<file path="src/rtl/icache_pkg.sv">
// Shared types and default geometry for the direct-mapped instruction cache.
// Latency: n/a (types only).
// Backpressure: n/a.
package icache_pkg;

    localparam int SETS_DEF  = 16;
    localparam int IIDX_W    = $clog2(SETS_DEF);
    localparam int ITAG_W    = 30 - IIDX_W;
    // Frame tag field is sized for the smallest legal geometry (2 sets) so one
    // struct serves every SETS value; narrower tags are zero-extended.
    localparam int TAG_MAX_W = 29;

    typedef enum logic {
        IDLE = 1'b0,
        FILL = 1'b1
    } icache_state_t;

    typedef struct packed {
        logic                 valid;
        logic [TAG_MAX_W-1:0] tag;
        logic [31:0]          data;
    } icache_frame_t;

endpackage

</file>
<file path="src/rtl/icache_if.sv">
// Fetch-side and memory-side signal bundle of the instruction cache.
// Latency: n/a (wiring only).
// Backpressure: iwait from memory stalls the fill; the fetch side sees ihit=0.
interface icache_if;
    logic        imemREN;
    logic [31:0] imemaddr;
    logic        ihit;
    logic [31:0] imemload;
    logic        iflush;
    logic        iREN;
    logic [31:0] iaddr;
    logic        iwait;
    logic [31:0] iload;

    // master: datapath plus memory controller; slave: the cache itself
    modport master (
        output imemREN, imemaddr, iflush, iwait, iload,
        input  ihit, imemload, iREN, iaddr
    );
    modport slave (
        input  imemREN, imemaddr, iflush, iwait, iload,
        output ihit, imemload, iREN, iaddr
    );
endinterface

</file>
<file path="src/rtl/icache_array.sv">
// Frame storage: combinational read, one synchronous write, flush-all of valid bits.
// Latency: read 0 cycles; a write is visible the cycle after its edge.
// Backpressure: none; flush takes priority over a same-cycle write.
module icache_array
    import icache_pkg::*;
#(
    parameter int SETS  = 16,
    parameter int IDX_W = $clog2(SETS),
    parameter int TAG_W = 30 - IDX_W
) (
    input  logic              clk,
    input  logic              rst_n,
    input  logic [IDX_W-1:0]  rd_idx,
    output icache_frame_t     rd_frame,
    input  logic              wr_en,
    input  logic [IDX_W-1:0]  wr_idx,
    input  logic [TAG_W-1:0]  wr_tag,
    input  logic [31:0]       wr_data,
    input  logic              flush
);

    logic [SETS-1:0]  valid;
    logic [TAG_W-1:0] tag_mem  [SETS];
    logic [31:0]      data_mem [SETS];

    always_ff @(posedge clk or negedge rst_n) begin
        if (!rst_n) begin
            valid <= '0;
        end else if (flush) begin
            valid <= '0;
        end else if (wr_en) begin
            valid[wr_idx] <= 1'b1;
        end
    end

    // Tag/data need no reset: they are only observed behind a set valid bit.
    always_ff @(posedge clk) begin
        if (wr_en && !flush) begin
            tag_mem[wr_idx]  <= wr_tag;
            data_mem[wr_idx] <= wr_data;
        end
    end

    always_comb begin
        rd_frame       = '0;
        rd_frame.valid = valid[rd_idx];
        rd_frame.tag   = TAG_MAX_W'(tag_mem[rd_idx]);
        rd_frame.data  = data_mem[rd_idx];
    end

endmodule

</file>
<file path="src/rtl/icache.sv">
// Direct-mapped one-word-block instruction cache; ICACHE_STATS_EN adds hit/miss counters.
// Latency: hit 0 cycles; miss = 1 (enter FILL) + iwait cycles + 1 (write) + 1 (hit).
// Backpressure: iwait holds FILL with iREN/iaddr stable; ihit stays 0 meanwhile.
module icache
    import icache_pkg::*;
#(
    parameter int SETS = 16
) (
    input  logic        CLK,
    input  logic        nRST,
    icache_if.slave     ifc
`ifdef ICACHE_STATS_EN
    ,
    output logic [31:0] hit_count,
    output logic [31:0] miss_count
`endif
);

    localparam int IDX_W = $clog2(SETS);
    localparam int TAG_W = 30 - IDX_W;

    icache_state_t  state, state_n;
    logic [29:0]    fill_addr, fill_addr_n;
    icache_frame_t  frame;
    logic [TAG_W-1:0] req_tag;
    logic [IDX_W-1:0] req_idx;
    logic           hit;
    logic           wr_en;

    assign req_tag = ifc.imemaddr[31:IDX_W+2];
    assign req_idx = ifc.imemaddr[IDX_W+1:2];

    // Lookup is only meaningful in IDLE; FILL never reports a hit.
    assign hit = (state == IDLE) && ifc.imemREN && frame.valid
              && (frame.tag == TAG_MAX_W'(req_tag));

    assign wr_en = (state == FILL) && !ifc.iwait && !ifc.iflush;

    icache_array #(
        .SETS  (SETS),
        .IDX_W (IDX_W),
        .TAG_W (TAG_W)
    ) u_array (
        .clk      (CLK),
        .rst_n    (nRST),
        .rd_idx   (req_idx),
        .rd_frame (frame),
        .wr_en    (wr_en),
        .wr_idx   (fill_addr[IDX_W-1:0]),
        .wr_tag   (fill_addr[29:IDX_W]),
        .wr_data  (ifc.iload),
        .flush    (ifc.iflush)
    );

    always_ff @(posedge CLK or negedge nRST) begin
        if (!nRST) begin
            state     <= IDLE;
            fill_addr <= '0;
        end else begin
            state     <= state_n;
            fill_addr <= fill_addr_n;
        end
    end

    always_comb begin
        state_n      = state;
        fill_addr_n  = fill_addr;
        ifc.ihit     = hit;
        ifc.imemload = '0;
        ifc.iREN     = 1'b0;
        ifc.iaddr    = '0;
        if (hit) begin
            ifc.imemload = frame.data;
        end
        case (state)
            IDLE: begin
                if (ifc.imemREN && !hit) begin
                    state_n     = FILL;
                    fill_addr_n = {req_tag, req_idx};
                end
            end
            FILL: begin
                ifc.iREN  = 1'b1;
                ifc.iaddr = {fill_addr, 2'b00};
                // A flush drops the in-flight fill; memory tolerates the abandoned read.
                if (ifc.iflush || !ifc.iwait) begin
                    state_n = IDLE;
                end
            end
            default: state_n = IDLE;
        endcase
    end

`ifdef ICACHE_STATS_EN
    always_ff @(posedge CLK or negedge nRST) begin
        if (!nRST) begin
            hit_count  <= '0;
            miss_count <= '0;
        end else begin
            if (hit) begin
                hit_count <= hit_count + 32'd1;
            end
            if ((state == IDLE) && (state_n == FILL)) begin
                miss_count <= miss_count + 32'd1;
            end
        end
    end
`endif

endmodule

</file>
<file path="src/flat_wrapper.sv">
// flat-port wrapper written by rule: the top's interface ports become plain ports
module icache_flat import icache_pkg::*;
#(
    parameter int SETS = 16
)
  (CLK, nRST, ifc_imemREN, ifc_imemaddr, ifc_iflush, ifc_iwait, ifc_iload, ifc_ihit, ifc_imemload, ifc_iREN, ifc_iaddr);
  icache_if ifc_i ();
  input  logic CLK;
  input  logic nRST;
  input wire logic [$bits(ifc_i.imemREN)-1:0] ifc_imemREN;
  input wire logic [$bits(ifc_i.imemaddr)-1:0] ifc_imemaddr;
  input wire logic [$bits(ifc_i.iflush)-1:0] ifc_iflush;
  input wire logic [$bits(ifc_i.iwait)-1:0] ifc_iwait;
  input wire logic [$bits(ifc_i.iload)-1:0] ifc_iload;
  output wire logic [$bits(ifc_i.ihit)-1:0] ifc_ihit;
  output wire logic [$bits(ifc_i.imemload)-1:0] ifc_imemload;
  output wire logic [$bits(ifc_i.iREN)-1:0] ifc_iREN;
  output wire logic [$bits(ifc_i.iaddr)-1:0] ifc_iaddr;
  assign ifc_i.imemREN = ifc_imemREN;
  assign ifc_i.imemaddr = ifc_imemaddr;
  assign ifc_i.iflush = ifc_iflush;
  assign ifc_i.iwait = ifc_iwait;
  assign ifc_i.iload = ifc_iload;
  assign ifc_ihit = ifc_i.ihit;
  assign ifc_imemload = ifc_i.imemload;
  assign ifc_iREN = ifc_i.iREN;
  assign ifc_iaddr = ifc_i.iaddr;
  icache #(.SETS(SETS)) u_core (.CLK(CLK), .nRST(nRST), .ifc(ifc_i));
endmodule
</file>
<file path="config.mk">
export PLATFORM = sky130hd
export DESIGN_NAME = icache_flat
export DESIGN_NICKNAME = d
export VERILOG_FILES = /design/src/rtl/icache_pkg.sv /design/src/rtl/icache_if.sv /design/src/rtl/icache_array.sv /design/src/rtl/icache.sv /design/src/flat_wrapper.sv
export SDC_FILE = /design/constraint.sdc
export NUM_CORES = 1
export LEC_CHECK = 0
export BUFFER_PORTS_ARGS = -buffer_cell sky130_fd_sc_hd__buf_4
export CAP_MARGIN = 30
export CORE_AREA = 5 5 324 294
export CTS_CLUSTER_SIZE = 10
export DETAILED_ROUTE_END_ITERATION = 10
export DIE_AREA = 0 0 329 299
export GPL_ROUTABILITY_DRIVEN = 0
export SKIP_CTS_REPAIR_TIMING = 1
export SLEW_MARGIN = 40
export SYNTH_ARGS = -nofsm -noshare
export SYNTH_HDL_FRONTEND = slang
export SYNTH_SLANG_ARGS = --single-unit
export TNS_END_PERCENT = 5
</file>
<file path="constraint.sdc">
create_clock -name CLK -period 4 [get_ports CLK]
set_input_delay 0 -clock CLK [delete_from_list [all_inputs] [get_ports CLK]]
set_output_delay 0 -clock CLK [all_outputs]
set_load 0.03 [all_outputs]
</file>
# Word-level counts from Yosys, hierarchy flattened
# Memory sizes are Yosys's and may differ from the RTL's.
# Index checks and enable logic that the tools add are counted.
[classes]
addsub = 0
n_mul = 0
div = 0
n_lt_le_gt_ge = 3
eq_ne = 1
shifts = 0
n_mux = 14
bitwise = 2
n_reduce_logical = 14
[ops]
columns = ["op", "n"]
rows = [
  ["$mux 32", 2],
  ["$mux 16", 2],
  ["$eq 26x26->1", 1],
  ["$or 16x16->16", 1],
  ["$lt 4x5->1 const B", 2],
  ["$logic_and 1x1->1", 8],
  ["$mux 1", 7],
  ["$bmux 1 s4", 1],
  ["$demux 1 s4", 1],
  ["$ge 4x1->1 const B", 1],
  ["$logic_not 1->1", 3],
  ["$pmux 1 s2", 1],
  ["$reduce_and 2->1", 1],
  ["$reduce_bool 2->1", 1],
  ["$logic_or 1x1->1", 1],
  ["$not 1->1", 1],
]
[totals]
reg_bits = 47
latchBits = 0
mem_bits_rw = 928
rom_bits = 0
in_bits = 69
out_inout_bits = 66
word_cells = 39
memories = 2
[memory_table]
columns = ["memory", "depth", "word_bits", "read_ports", "rd_ports_with_merged_regs", "wr", "line", "text"]
rows = [
  ["u_core.u_array.data_mem", 16, 32, 1, 0, 1, "icache_array.sv:24", "logic [31:0] data_mem [SETS];"],
  ["u_core.u_array.tag_mem", 16, 26, 1, 0, 1, "icache_array.sv:23", "logic [TAG_W-1:0] tag_mem [SETS];"],
]

# Logic depth before layout (Yosys ltp)
[depth]
depth_word = 8
mapped_depth = 13
depth_no_buf = 8

# Hierarchy
# From an unflattened synthesis, not the netlist that was laid out.
[hier_totals]
cells_unflattened = 1669
area_unflattened_um2 = 37337.1
[by_module_without_submodules]
columns = ["mod", "n_inst", "cells_per_inst", "area_per_inst_um2"]
rows = [
  ["icache_array", 1, 1488, 35372.7],
  ["icache", 1, 181, 1964.4],
]

# Least setup slack after synthesis
# OpenSTA, ideal clock, no wires.
[synth_path]
path_type = "reg-to-reg"
startpoint = "register u_core.state"
endpoint = "memory u_core.u_array.data_mem[15][0] (enable)"
setup_time_ps = 474
t_arrival_ps = 3722
setup_slack_ps = -196
path_stages_with_launch = 4
n_path_buf = 0
synth_period_minus_slack_ps = 4196
path_cell_list = "dfrtp_1 > and2_1 > nand3_1 > nor2_1"
[synth_via]
elab_chain_len = 5
[synth_lines]
columns = ["element", "line", "text"]
rows = [
  ["start, declared", "icache.sv:22", "icache_state_t state, state_n;"],
  ["start signal, assigned", "icache.sv:60", "state <= state_n;"],
  ["$logic_and 1x1->1 (2 in series)", "icache.sv:37", "assign wr_en = (state == FILL) && !ifc.iwait && !ifc.iflush;"],
  ["$logic_and 1x1->1", "icache_array.sv:38", "if (wr_en && !flush) begin"],
  ["$mux 1", "icache_array.sv:38", ""],
  ["$mux 1 (not written as such)", "icache_array.sv:40", "data_mem[wr_idx] <= wr_data;"],
  ["end, declared", "icache_array.sv:24", ""],
]
# No other way between the ends.

# Worst setup path in the final report
[layout_path]
startpoint = "memory u_core.u_array.tag_mem[7][12] in the netlist's numbering"
endpoint = "output port ifc_imemload[3]"
[layout_via]
elab_chain_len = 4
[layout_lines]
columns = ["element", "line", "text"]
rows = [
  ["start, declared", "icache_array.sv:23", ""],
  ["$mem_v2 16x26", "--", ""],
  ["$eq 26x26->1", "icache.sv:35", "&& (frame.tag == TAG_MAX_W'(req_tag));"],
  ["$logic_and 1x1->1", "icache.sv:35", ""],
  ["$mux 32", "icache.sv:72", "if (hit) begin"],
  ["end, declared", "flat_wrapper.sv:16", "output wire logic [$bits(ifc_i.imemload)-1:0] ifc_imemload;"],
]
# No other way between the ends.

==> impl_metrics.csv <==
group,metric,value,unit
outcome,outcome,"finished, final reports clean",
critical_path,crit_type,"reg2out",
floorplan,die_area,98400,um^2
logic_synthesis,syn_area_per_cell,22.8,um^2
critical_path,path_depth,10,
critical_path,worst-path-buf-inv,2,
clock_tree,clk_pin_slew_worst_paths,0.06,ns
power,p_switching,4.76,mW
final_layout,nets,2020,
logic_synthesis,ys_types,61,
placed_design,dpl_cell_area,41000,um^2
logic_synthesis,async_flop_share,4.82,%
critical_path,crit_end,"ifc_imemload[3]",
final_layout,layout_commonest_cell,"edfxtp_1",
logic_synthesis,synthFlopType,"edfxtp_1",
routing,drtPass1Iterations,5,
power,powerDensity,490,nW/um^2
logic_synthesis,synth-seq-area-share,76.2,%
logic_synthesis,synthCells,1671,
logic_synthesis,ys_ff_latch,975,
clock_tree,cts_tree,"built",
sta,maxSlewHeadroom,43.6,%
critical_path,reg2reg_to,"u_core.fill_addr[29]",
clock_tree,clock_latency,0.68,ns
routing,num_vias,18013,
global_routing,grt_max_degree,69,
floorplan,core,91900,um^2
power,comb_power_share,6.4,%
clock_tree,numCtsBuffers,108,
logic_synthesis,syn_area,38100,um^2
sta,min_period_over_period,94.5,%
logic_synthesis,yosysWarningCount,0,
clock_tree,root_buffer,"clkbuf_16",
floorplan,fp.dieH,299,um
critical_path,reg2regPathDepth,9,
global_routing,grt_pass1_vias,18566,
routing,avgViaCountPerCell,5.56,
placed_design,hpwl,47700,um
global_routing,grt-ovfl-total,0,
critical_path,worstPathArrival,3.78,ns
clock_tree,clk_path_buf_depth,3,
power,switching_share,21.7,%
routing,drc,0,
sta,setup_ws,0.219,ns
final_layout,fillCellCount,7379,
hold_path,hp-class,"in2reg",
sta,rsz0062_at_grt,"no",
critical_path,critPathRequiredTime,4.00,ns
final_layout,mostFrequentLayoutCells,"928 x edfxtp_1, 256 x mux4_2, 166 x buf_4",
critical_path,worstPathMaxFanout,33,
routing,drtAntennaViolNets,0,
hold_path,min_from,"ifc_imemREN",
run,drv_cap,0,
logic_synthesis,synth_edf_count,928,
power,p_seq_share,53.8,%
floorplan,io_pins,135,
global_routing,grt_use_total,18.3,%
critical_path,cpMaxStageDelayCell,"mux4_2",
power,p_clk_share,39.8,%
routing,drt_iter0_markers,1817,
floorplan,fp-row-count,106,
sta,hold_viol,0,
critical_path,r2r_slack,0.54,ns
clock_tree,clock-sinks,975,
final_layout,syn_to_final_growth,17.3,%
sta,worstMarginPinSlew,0.844,ns
power,power.ir.vdd_worst,0.339,mV
routing,wl_per_cell,28.0,um
sta,drv_slew,0,
final_layout,final_cell_area,44700,um^2
placed_design,dpl.cell_count,3019,
critical_path,reg2reg_from,"u_core.u_array.tag_mem[4][1]",
floorplan,dieWidth,329,um
final_layout,final_cells,3237,
critical_path,crit_chain,"mux4_2, xnor2_1, a21oi_1, o21ai_0, nand4_1, nor4_1, nand4b_1, buf_12, nor2b_1, buf_4",
power,intPower,17.1,mW
floorplan,initial_utilization,41.5,%
sta,fmax,265,MHz
final_layout,final_layout_size_suffix_gt1_share,31.1,%
sta,period_minus_slack,3.78,ns
power,p_leak,14.5,nW
critical_path,crit_path_end_kind,"output port",
placed_design,port_buffers,130,
global_routing,grt_pass1_wl,130000,um
critical_path,critical-path-top-delay-family,"simple AND/OR/NAND/NOR gates",
sta,finalSetupViolations,0,
sta,finalClockSkew,0.0201,ns
clock_tree,htreeDepth,3,
routing,postRouteWirelength,90600,um
critical_path,cp-start-kind,"flip-flop",
placed_design,dpl_worst_slack,0.219,ns
critical_path,startpoint,"u_core.u_array.tag_mem[7][12]",
critical_path,max_stage_delay,0.48,ns
global_routing,antenna_found_initial,2,
sta,setup_tns,0,ns
-- metal layers --
metal  up-vias  global-route usage, %  routed length (um)
met3       128                   3.80                5850
met4         2                   4.10                1700
li1       7548                      -                   -
met2       624                   29.5               44400
met5         -                      0                  13
met1      9711                   26.0               38600
-- power by group through the flow --
stage	combinational (mW)	sequential, mW	clock [mW]
2_1_floorplan	0.853	11.9	0
3_3_place_gp	1.34	12.0	0
3_5_place_dp	1.36	12.0	0
4_1_cts	1.36	11.8	8.93
5_1_grt	1.49	11.8	9.37
6_report	1.39	11.8	8.72
-- area by class of cell --
type | instances | area [um^2] | share of cell area [%]
diodes | 1 | 2.50 | 0.00560
clock buffers | 145 | 2860 | 6.40
clock inverters | 8 | 144 | 0.322
inverters | 23 | 88.8 | 0.199
multi-input cells | 586 | 8630 | 19.3
flip-flops and latches | 975 | 29000 | 65.0
well taps | 1242 | 1550 | 3.48
repair buffers | 257 | 2380 | 5.33
-- registers in the layout (all words and copies together) (netlist names) --
register,count
u_core.u_array.valid,16
u_core.u_array.data_mem,512
u_core.state,1
u_core.fill_addr,30
u_core.u_array.tag_mem,416
-- metrics by stage --
step                hold slack (ns)  utilization, %  total power [mW]
floorplan                    -0.296               -              12.7
global placement             0.0874            44.7              13.3
detailed placement            0.111            44.7              13.4
CTS                          -0.618            47.9              22.1
global route                 0.0159            48.6              22.7
finish                       0.0655            48.6              21.9
-- how the worst min path moves through the flow --
stage                     slack (ns)              endpoint  cells past startpoint
after detailed placement        0.11  u_core.fill_addr[15]                      1
final                           0.07          u_core.state                      5
after floorplan                -0.30   u_core.fill_addr[0]                      0
after global routing            0.02   u_core.fill_addr[0]                      2
after CTS                      -0.62   u_core.fill_addr[8]                      1
after global placement          0.09   u_core.fill_addr[4]                      1
-- logic make-up after synthesis --
| group | after synthesis | synth area share, % |
|---|---|---|
| AOI/OAI and AO/OA | 52 | 1.02 |
| xor gates and xnor gates | 27 | 0.620 |
| other | 1 | 0.00984 |
| DFF | 975 | 76.2 |
| buffers and inverters | 111 | 1.52 |
| and+or+nand+nor | 150 | 2.29 |
| muxes | 355 | 18.4 |
-- worst reg2reg max path: stages, from the launching register on --
cell and delay (ns):
edfxtp_1 0.38, mux4_2 0.47, mux2i_1 0.23, xnor2_1 0.11, a22oi_2 0.34, nand4_1 0.14, or4b_4 0.55, o41ai_4 0.39
buf_4 0.35, mux2_2 0.37
-- cell usage after synthesis, types with 17 or more instances --
cell      count  area share [%]
mux2_4       28             1.1
buf_2        21            0.28
xnor2_1      23            0.53
inv_1        22            0.22
edfxtp_1    928              73
mux4_2      256              15
nor2_1       22            0.22
dfrtp_1      47             3.1
clkbuf_1     30            0.30
nor2b_1      39            0.64
mux2i_1      62             1.6
o22ai_1      17            0.28
and2_1       30            0.49
No activity file was read; power rests on OpenSTA's default activity.
